===== config.mk =====
export PLATFORM = sky130hd
export DESIGN_NAME = fft_frame_source_flat
export DESIGN_NICKNAME = d
export VERILOG_FILES = /design/src/rtl/fft_frame_source_if.sv /design/src/rtl/fft_frame_source.sv /design/src/flat_wrapper.sv
export SDC_FILE = /design/constraint.sdc
export NUM_CORES = 1
export LEC_CHECK = 0
export ABC_AREA = 1
export ABC_CLOCK_PERIOD_IN_PS = 2300
export BUFFER_PORTS_ARGS = -buffer_cell sky130_fd_sc_hd__buf_4
export CAP_MARGIN = 20
export CORE_AREA = 2 2 134 136
export DETAILED_ROUTE_END_ITERATION = 10
export DIE_AREA = 0 0 136 138
export PLACE_DENSITY = 0.76
export SLEW_MARGIN = 20
export SYNTH_ARGS = -nofsm -noshare
export SYNTH_HDL_FRONTEND = slang
export SYNTH_SLANG_ARGS = --single-unit

===== constraint.sdc =====
create_clock -name sys_clk -period 2.3 [get_ports sys_clk]
set_input_delay 0.23 -clock sys_clk [delete_from_list [all_inputs] [get_ports sys_clk]]
set_output_delay 0.23 -clock sys_clk [all_outputs]
set_load 0.1 [all_outputs]

===== src/rtl/fft_frame_source_if.sv =====
// AXI4-Stream bundle between the frame source and the xfft slave config/data ports.
// A beat moves on any rising edge where tvalid && tready; the master holds tdata/tlast stable while tvalid && !tready.
interface fft_frame_source_if;
  logic [7:0]  cfg_tdata;
  logic        cfg_tvalid;
  logic        cfg_tready;
  logic [31:0] dat_tdata;
  logic        dat_tvalid;
  logic        dat_tready;
  logic        dat_tlast;

  modport master (
    output cfg_tdata, cfg_tvalid, dat_tdata, dat_tvalid, dat_tlast,
    input  cfg_tready, dat_tready
  );

  modport slave (
    input  cfg_tdata, cfg_tvalid, dat_tdata, dat_tvalid, dat_tlast,
    output cfg_tready, dat_tready
  );
endinterface


===== src/rtl/fft_frame_source.sv =====
// Frame source for the xfft core: one config beat, then FFT_LEN offset-binary ADC
// samples converted to signed complex and streamed through a small FIFO.
module fft_frame_source #(
  parameter int FFT_LEN    = 1024,
  parameter int AD_WIDTH   = 10,
  parameter int FIFO_DEPTH = 16
) (
  input  logic                sys_clk,
  input  logic                sys_rst_n,
  input  logic                start,
  input  logic                fwd_inv,
  input  logic [AD_WIDTH-1:0] ad_data,
  input  logic                ad_valid,
  fft_frame_source_if.master  axis,
  output logic                busy,
  output logic                frame_done,
  output logic                overflow,
  output logic [1:0]          state_dbg
);

  localparam int CW = $clog2(FFT_LEN) + 1;
  localparam int AW = $clog2(FIFO_DEPTH);
  localparam logic [CW-1:0] LEN     = CW'(FFT_LEN);
  localparam logic [CW-1:0] LAST    = CW'(FFT_LEN - 1);
  localparam logic [AW:0]   DEPTH_C = (AW+1)'(FIFO_DEPTH);

  typedef enum logic [1:0] {
    IDLE   = 2'd0,
    CFG    = 2'd1,
    STREAM = 2'd2,
    DONE   = 2'd3
  } state_t;

  state_t                      state;
  logic [7:0]                  cfg_data_q;
  logic                        cfg_valid_q;
  logic [CW-1:0]               in_cnt;
  logic [CW-1:0]               out_cnt;
  logic [AW-1:0]               wr_ptr;
  logic [AW-1:0]               rd_ptr;
  logic [AW:0]                 fifo_cnt;
  logic [15:0]                 mem [FIFO_DEPTH];

  logic signed [AD_WIDTH-1:0]  sample_s;
  logic [15:0]                 sample_re;
  logic                        fifo_full;
  logic                        fifo_empty;
  logic                        in_room;
  logic                        rd_en;
  logic                        wr_en;
  logic                        drop;
  logic                        last_beat;

  // Offset-binary to two's complement is an MSB flip; the signed cast sign-extends.
  assign sample_s  = {~ad_data[AD_WIDTH-1], ad_data[AD_WIDTH-2:0]};
  assign sample_re = 16'(sample_s);

  assign fifo_full  = (fifo_cnt == DEPTH_C);
  assign fifo_empty = (fifo_cnt == '0);
  assign rd_en      = !fifo_empty && axis.dat_tready;
  assign in_room    = (state == STREAM) && ad_valid && (in_cnt < LEN);
  // A full FIFO still takes a sample when the head leaves in the same cycle.
  assign wr_en      = in_room && (!fifo_full || rd_en);
  assign drop       = in_room && fifo_full && !rd_en;
  assign last_beat  = rd_en && (out_cnt == LAST);

  assign axis.cfg_tdata  = cfg_data_q;
  assign axis.cfg_tvalid = cfg_valid_q;
  assign axis.dat_tvalid = !fifo_empty;
  assign axis.dat_tdata  = fifo_empty ? 32'h0 : {16'h0, mem[rd_ptr]};
  assign axis.dat_tlast  = !fifo_empty && (out_cnt == LAST);
  assign busy            = (state != IDLE);
  assign state_dbg       = state;

  always_ff @(posedge sys_clk) begin
    if (wr_en) mem[wr_ptr] <= sample_re;
  end

  always_ff @(posedge sys_clk or negedge sys_rst_n) begin
    if (!sys_rst_n) begin
      state       <= IDLE;
      cfg_data_q  <= 8'h00;
      cfg_valid_q <= 1'b0;
      frame_done  <= 1'b0;
      overflow    <= 1'b0;
      in_cnt      <= '0;
      out_cnt     <= '0;
      wr_ptr      <= '0;
      rd_ptr      <= '0;
      fifo_cnt    <= '0;
    end else begin
      frame_done <= 1'b0;

      if (wr_en) begin
        wr_ptr <= wr_ptr + 1'b1;
        in_cnt <= in_cnt + 1'b1;
      end
      if (rd_en) begin
        rd_ptr  <= rd_ptr + 1'b1;
        out_cnt <= out_cnt + 1'b1;
      end
      if (wr_en && !rd_en)      fifo_cnt <= fifo_cnt + 1'b1;
      else if (!wr_en && rd_en) fifo_cnt <= fifo_cnt - 1'b1;
      if (drop) overflow <= 1'b1;

      case (state)
        IDLE: begin
          if (start) begin
            cfg_data_q  <= {7'b0, fwd_inv};
            cfg_valid_q <= 1'b1;
            overflow    <= 1'b0;
            in_cnt      <= '0;
            out_cnt     <= '0;
            state       <= CFG;
          end
        end
        CFG: begin
          if (axis.cfg_tready) begin
            cfg_valid_q <= 1'b0;
            state       <= STREAM;
          end
        end
        STREAM: begin
          if (last_beat) begin
            frame_done <= 1'b1;
            state      <= DONE;
          end
        end
        DONE: begin
          state <= IDLE;
        end
        default: state <= IDLE;
      endcase
    end
  end

endmodule


===== src/flat_wrapper.sv =====
// flat-port wrapper written by rule: the top's interface ports become plain ports
module fft_frame_source_flat 
#(
  parameter int FFT_LEN    = 1024,
  parameter int AD_WIDTH   = 10,
  parameter int FIFO_DEPTH = 16
)
  (sys_clk, sys_rst_n, start, fwd_inv, ad_data, ad_valid, busy, frame_done, overflow, state_dbg, axis_cfg_tdata, axis_cfg_tvalid, axis_dat_tdata, axis_dat_tvalid, axis_dat_tlast, axis_cfg_tready, axis_dat_tready);
  fft_frame_source_if axis_i ();
  input  logic sys_clk;
  input  logic sys_rst_n;
  input  logic start;
  input  logic fwd_inv;
  input  logic [AD_WIDTH-1:0] ad_data;
  input  logic ad_valid;
  output logic busy;
  output logic frame_done;
  output logic overflow;
  output logic [1:0] state_dbg;
  output wire logic [$bits(axis_i.cfg_tdata)-1:0] axis_cfg_tdata;
  output wire logic [$bits(axis_i.cfg_tvalid)-1:0] axis_cfg_tvalid;
  output wire logic [$bits(axis_i.dat_tdata)-1:0] axis_dat_tdata;
  output wire logic [$bits(axis_i.dat_tvalid)-1:0] axis_dat_tvalid;
  output wire logic [$bits(axis_i.dat_tlast)-1:0] axis_dat_tlast;
  input wire logic [$bits(axis_i.cfg_tready)-1:0] axis_cfg_tready;
  input wire logic [$bits(axis_i.dat_tready)-1:0] axis_dat_tready;
  assign axis_cfg_tdata = axis_i.cfg_tdata;
  assign axis_cfg_tvalid = axis_i.cfg_tvalid;
  assign axis_dat_tdata = axis_i.dat_tdata;
  assign axis_dat_tvalid = axis_i.dat_tvalid;
  assign axis_dat_tlast = axis_i.dat_tlast;
  assign axis_i.cfg_tready = axis_cfg_tready;
  assign axis_i.dat_tready = axis_dat_tready;
  fft_frame_source #(.FFT_LEN(FFT_LEN), .AD_WIDTH(AD_WIDTH), .FIFO_DEPTH(FIFO_DEPTH)) u_core (.sys_clk(sys_clk), .sys_rst_n(sys_rst_n), .start(start), .fwd_inv(fwd_inv), .ad_data(ad_data), .ad_valid(ad_valid), .axis(axis_i), .busy(busy), .frame_done(frame_done), .overflow(overflow), .state_dbg(state_dbg));
endmodule

==> metrics.csv <==
metric;value;unit
stdcell_area;11200;sq um
min_period;2.52;ns
antenna_found_initial;0;
grt_max_degree;42;
worst_pin_slew;0.632;ns
drive_gt1_frac;0.214;
clock_skew;0.0185;ns
wirelength;21500;um
overflow;0;
violations;setup timing;
clk_latency;0.50;ns
via_count;6536;
power.density;1590;nW/um^2
worstPathRequired;2.07;ns
placed_area;9750;sq um
antenna_left;0;
vdd_ir_drop_max;0.00190;V
yosys.area.top_type;edfxtp_1;
hold_class;primary input to register;
dieWidth;136;um
start_util;0.521;
hold_start;axis_dat_tready;
wire_per_inst;17.9;um
io_buffer_count;41;
multi_input_area;3020;sq um
yosysSeqAreaShare;0.638;
crit_path_max_fanout;6;
synth_top_area_frac;0.526;
die_y;138;um
fin_crit_sh;1.10;
gp_congestion;0.800;
criticalPathCategory;register to output port;
holdPathEnd;u_core.frame_done$_DFF_PN0_;
r2r_end;u_core.fifo_cnt[4]$_DFFE_PN0P_;
cts_tree;built;
slew_violations;0;
layout_commonest_cell;nand2_1;
most-common-layout-cells;nand2_1, edfxtp_1, nand3_1, buf_4, nor2_1;
whs_path_depth;3;
fin_ws;-0.223;ns
crit_arrival;2.29;ns
grt_pass1_vias;6244;
die-area;18800;sq um
power_leakage;4.54;nW
dp_hpwl;12500;um
start_kind;register;
htreeDepth;1;
worst-r2r-setup-slack;0.10;ns
reg2reg_depth;15;
cp-end-kind;output port;
rows;49;
nets;991;
cts_sinks;201;
clkTransAtPathRegs;0.06;ns
synthToLayoutAreaGrowth;23.2;%
cts_buffer_depth;3;
grt_pass1_wl;32700;um
syn_inst;880;
nFillCells;1311;
cts_root_buffer;clkbuf_16;
rsz0062_at_grt;yes;
drt_first_pass_iters;5;
final-seq-area;5840;sq um
slew_headroom;0.578;
ys_seq_elements;201;
viasPerCell;5.43;
synth_cell_type_count;35;
maxCapViolCount;0;
hold_viol_final;0;
avgSynthCellArea;10.4;sq um
timing.rr.start;u_core.state_dbg[0]$_DFFE_PN0P_;
core;17500;sq um
status;complete, but fails checks;
setup_viol;16;
numCtsBuffers;22;
grtUsageTotal;0.224;
utilization;0.641;
drc;0;
timing.fmax;0.396;GHz
io_pins;65;
drt_iter0_markers;603;
synthTopCellsByArea;edfxtp_1, dfrtp_1, nand2_1;
diodes;0;
synth_area;9130;sq um
ys_warn_count;0;
critical path, stage by stage, from the launching register on:
cell	delay [ns]
dfrtp_4	0.50
buf_12	0.17
inv_12	0.09
buf_4	0.11
nand2_1	0.04
nand3_1	0.07
nand3_1	0.14
nand2_1	0.13
nand2_1	0.09
a21oi_2	0.23
buf_12	0.20
how the worst max path moves through the flow:
stage,startpoint,to,cells past startpoint
after global placement,u_core.state_dbg[0]$_DFFE_PN0P_,u_core.fifo_cnt[4]$_DFFE_PN0P_,15
after detailed placement,u_core.state_dbg[0]$_DFFE_PN0P_,u_core.fifo_cnt[4]$_DFFE_PN0P_,15
after CTS,u_core.rd_ptr[0]$_DFFE_PN0N_,axis_dat_tdata[14],10
final,u_core.rd_ptr[0]$_DFFE_PN0N_,axis_dat_tdata[3],10
after floorplan,u_core.state_dbg[0]$_DFFE_PN0P_,u_core.fifo_cnt[4]$_DFFE_PN0P_,16
after global routing,u_core.rd_ptr[0]$_DFFE_PN0N_,axis_dat_tdata[12],11
cell type report:
cell class	count	share of cell area
flip-flops and latches	201	0.519
clock inverters	13	0.00801
multi-input cells	588	0.268
repair buffers	97	0.104
inverters	45	0.0172
clock buffers	27	0.0543
well taps	229	0.0255
repair inverters	3	0.00345
state kept, by name, summed over array words and instances (netlist names):
signal                  flops
u_core.out_cnt             11
u_core.overflow             1
u_core.frame_done           1
u_core.wr_ptr               4
u_core.state_dbg            2
u_core.axis.cfg_tvalid      1
u_core.rd_ptr               4
u_core.mem                160
u_core.axis.cfg_tdata       1
u_core.in_cnt              11
u_core.fifo_cnt             5
report_power, final:
part | switching (mW) | leakage [nW] | internal [mW] | total [mW]
clock | 1.36 | 0.354 | 1.99 | 3.35
combinational | 6.49 | 2.23 | 3.44 | 9.94
sequential | 0.331 | 1.96 | 4.28 | 4.61
metrics by stage:
stage | setup slack (ns) | total power [mW] | hold slack (ns) | cells | setup TNS (ns)
3_5_place_dp | 0.0543 | 12.3 | 0.262 | 1136 | 0
3_3_place_gp | 0.155 | 12.1 | 0.259 | 1136 | 0
2_1_floorplan | -0.0853 | 11.2 | -0.0656 | 902 | -0.427
6_report | -0.223 | 17.9 | 0.0197 | 1203 | -2.85
5_1_grt | -0.260 | 18.7 | 0.00767 | 1203 | -4.03
4_1_cts | -0.159 | 17.2 | 0.0125 | 1196 | -2.46
metal layers:
metal  up-vias  GRT usage  wire length (um)
met5         -          0                 0
met4         0     0.0877               692
met3        55     0.0315              1500
met2       276      0.371             10700
met1      3127      0.301              8600
li1       3078          -                 -
Yosys cell counts:
library cell / n
a21oi_1: 20
buf_1: 2
buf_2: 14
buf_4: 37
buf_6: 4
buf_8: 1
clkbuf_1: 10
conb_1: 1
dfrtp_1: 41
edfxtp_1: 160
fa_1: 1
ha_1: 15
inv_1: 41
inv_2: 2
inv_4: 2
nand2_1: 273
nand2_2: 2
nand2_4: 1
nand3_1: 138
nand3_2: 4
nand4_1: 6
nor2_1: 57
nor2_2: 6
nor2_4: 1
nor3_1: 4
nor4_1: 1
o21ai_0: 7
o21ai_1: 5
o21ai_2: 1
o21bai_1: 2
o22ai_1: 1
or2_0: 2
or2_2: 1
xnor2_1: 5
xor2_1: 12
timing repair:
action | CTS | global route
resized for setup | 67 | 42
endpoints found under the setup margin | 16 | 18
cloned | 7 | 2
setup buffers | 11 | 5
hold endpoints to repair | 42 | 0
hold buffers | 2 | 0
pin swaps | 14 | 21
cells by family after synthesis:
| group | count (synthesis) | share of synthesized area |
|---|---|---|
| other | 1 | 0.000411 |
| AO/OA/AOI/OAI | 36 | 0.0208 |
| XOR/XNOR | 17 | 0.0163 |
| adder cells (fa/ha/maj) | 16 | 0.0227 |
| buffers and inverters | 113 | 0.0686 |
| flip-flops | 201 | 0.638 |
| AND/OR/NAND/NOR | 496 | 0.233 |
Power figures use the tool's default switching activity.
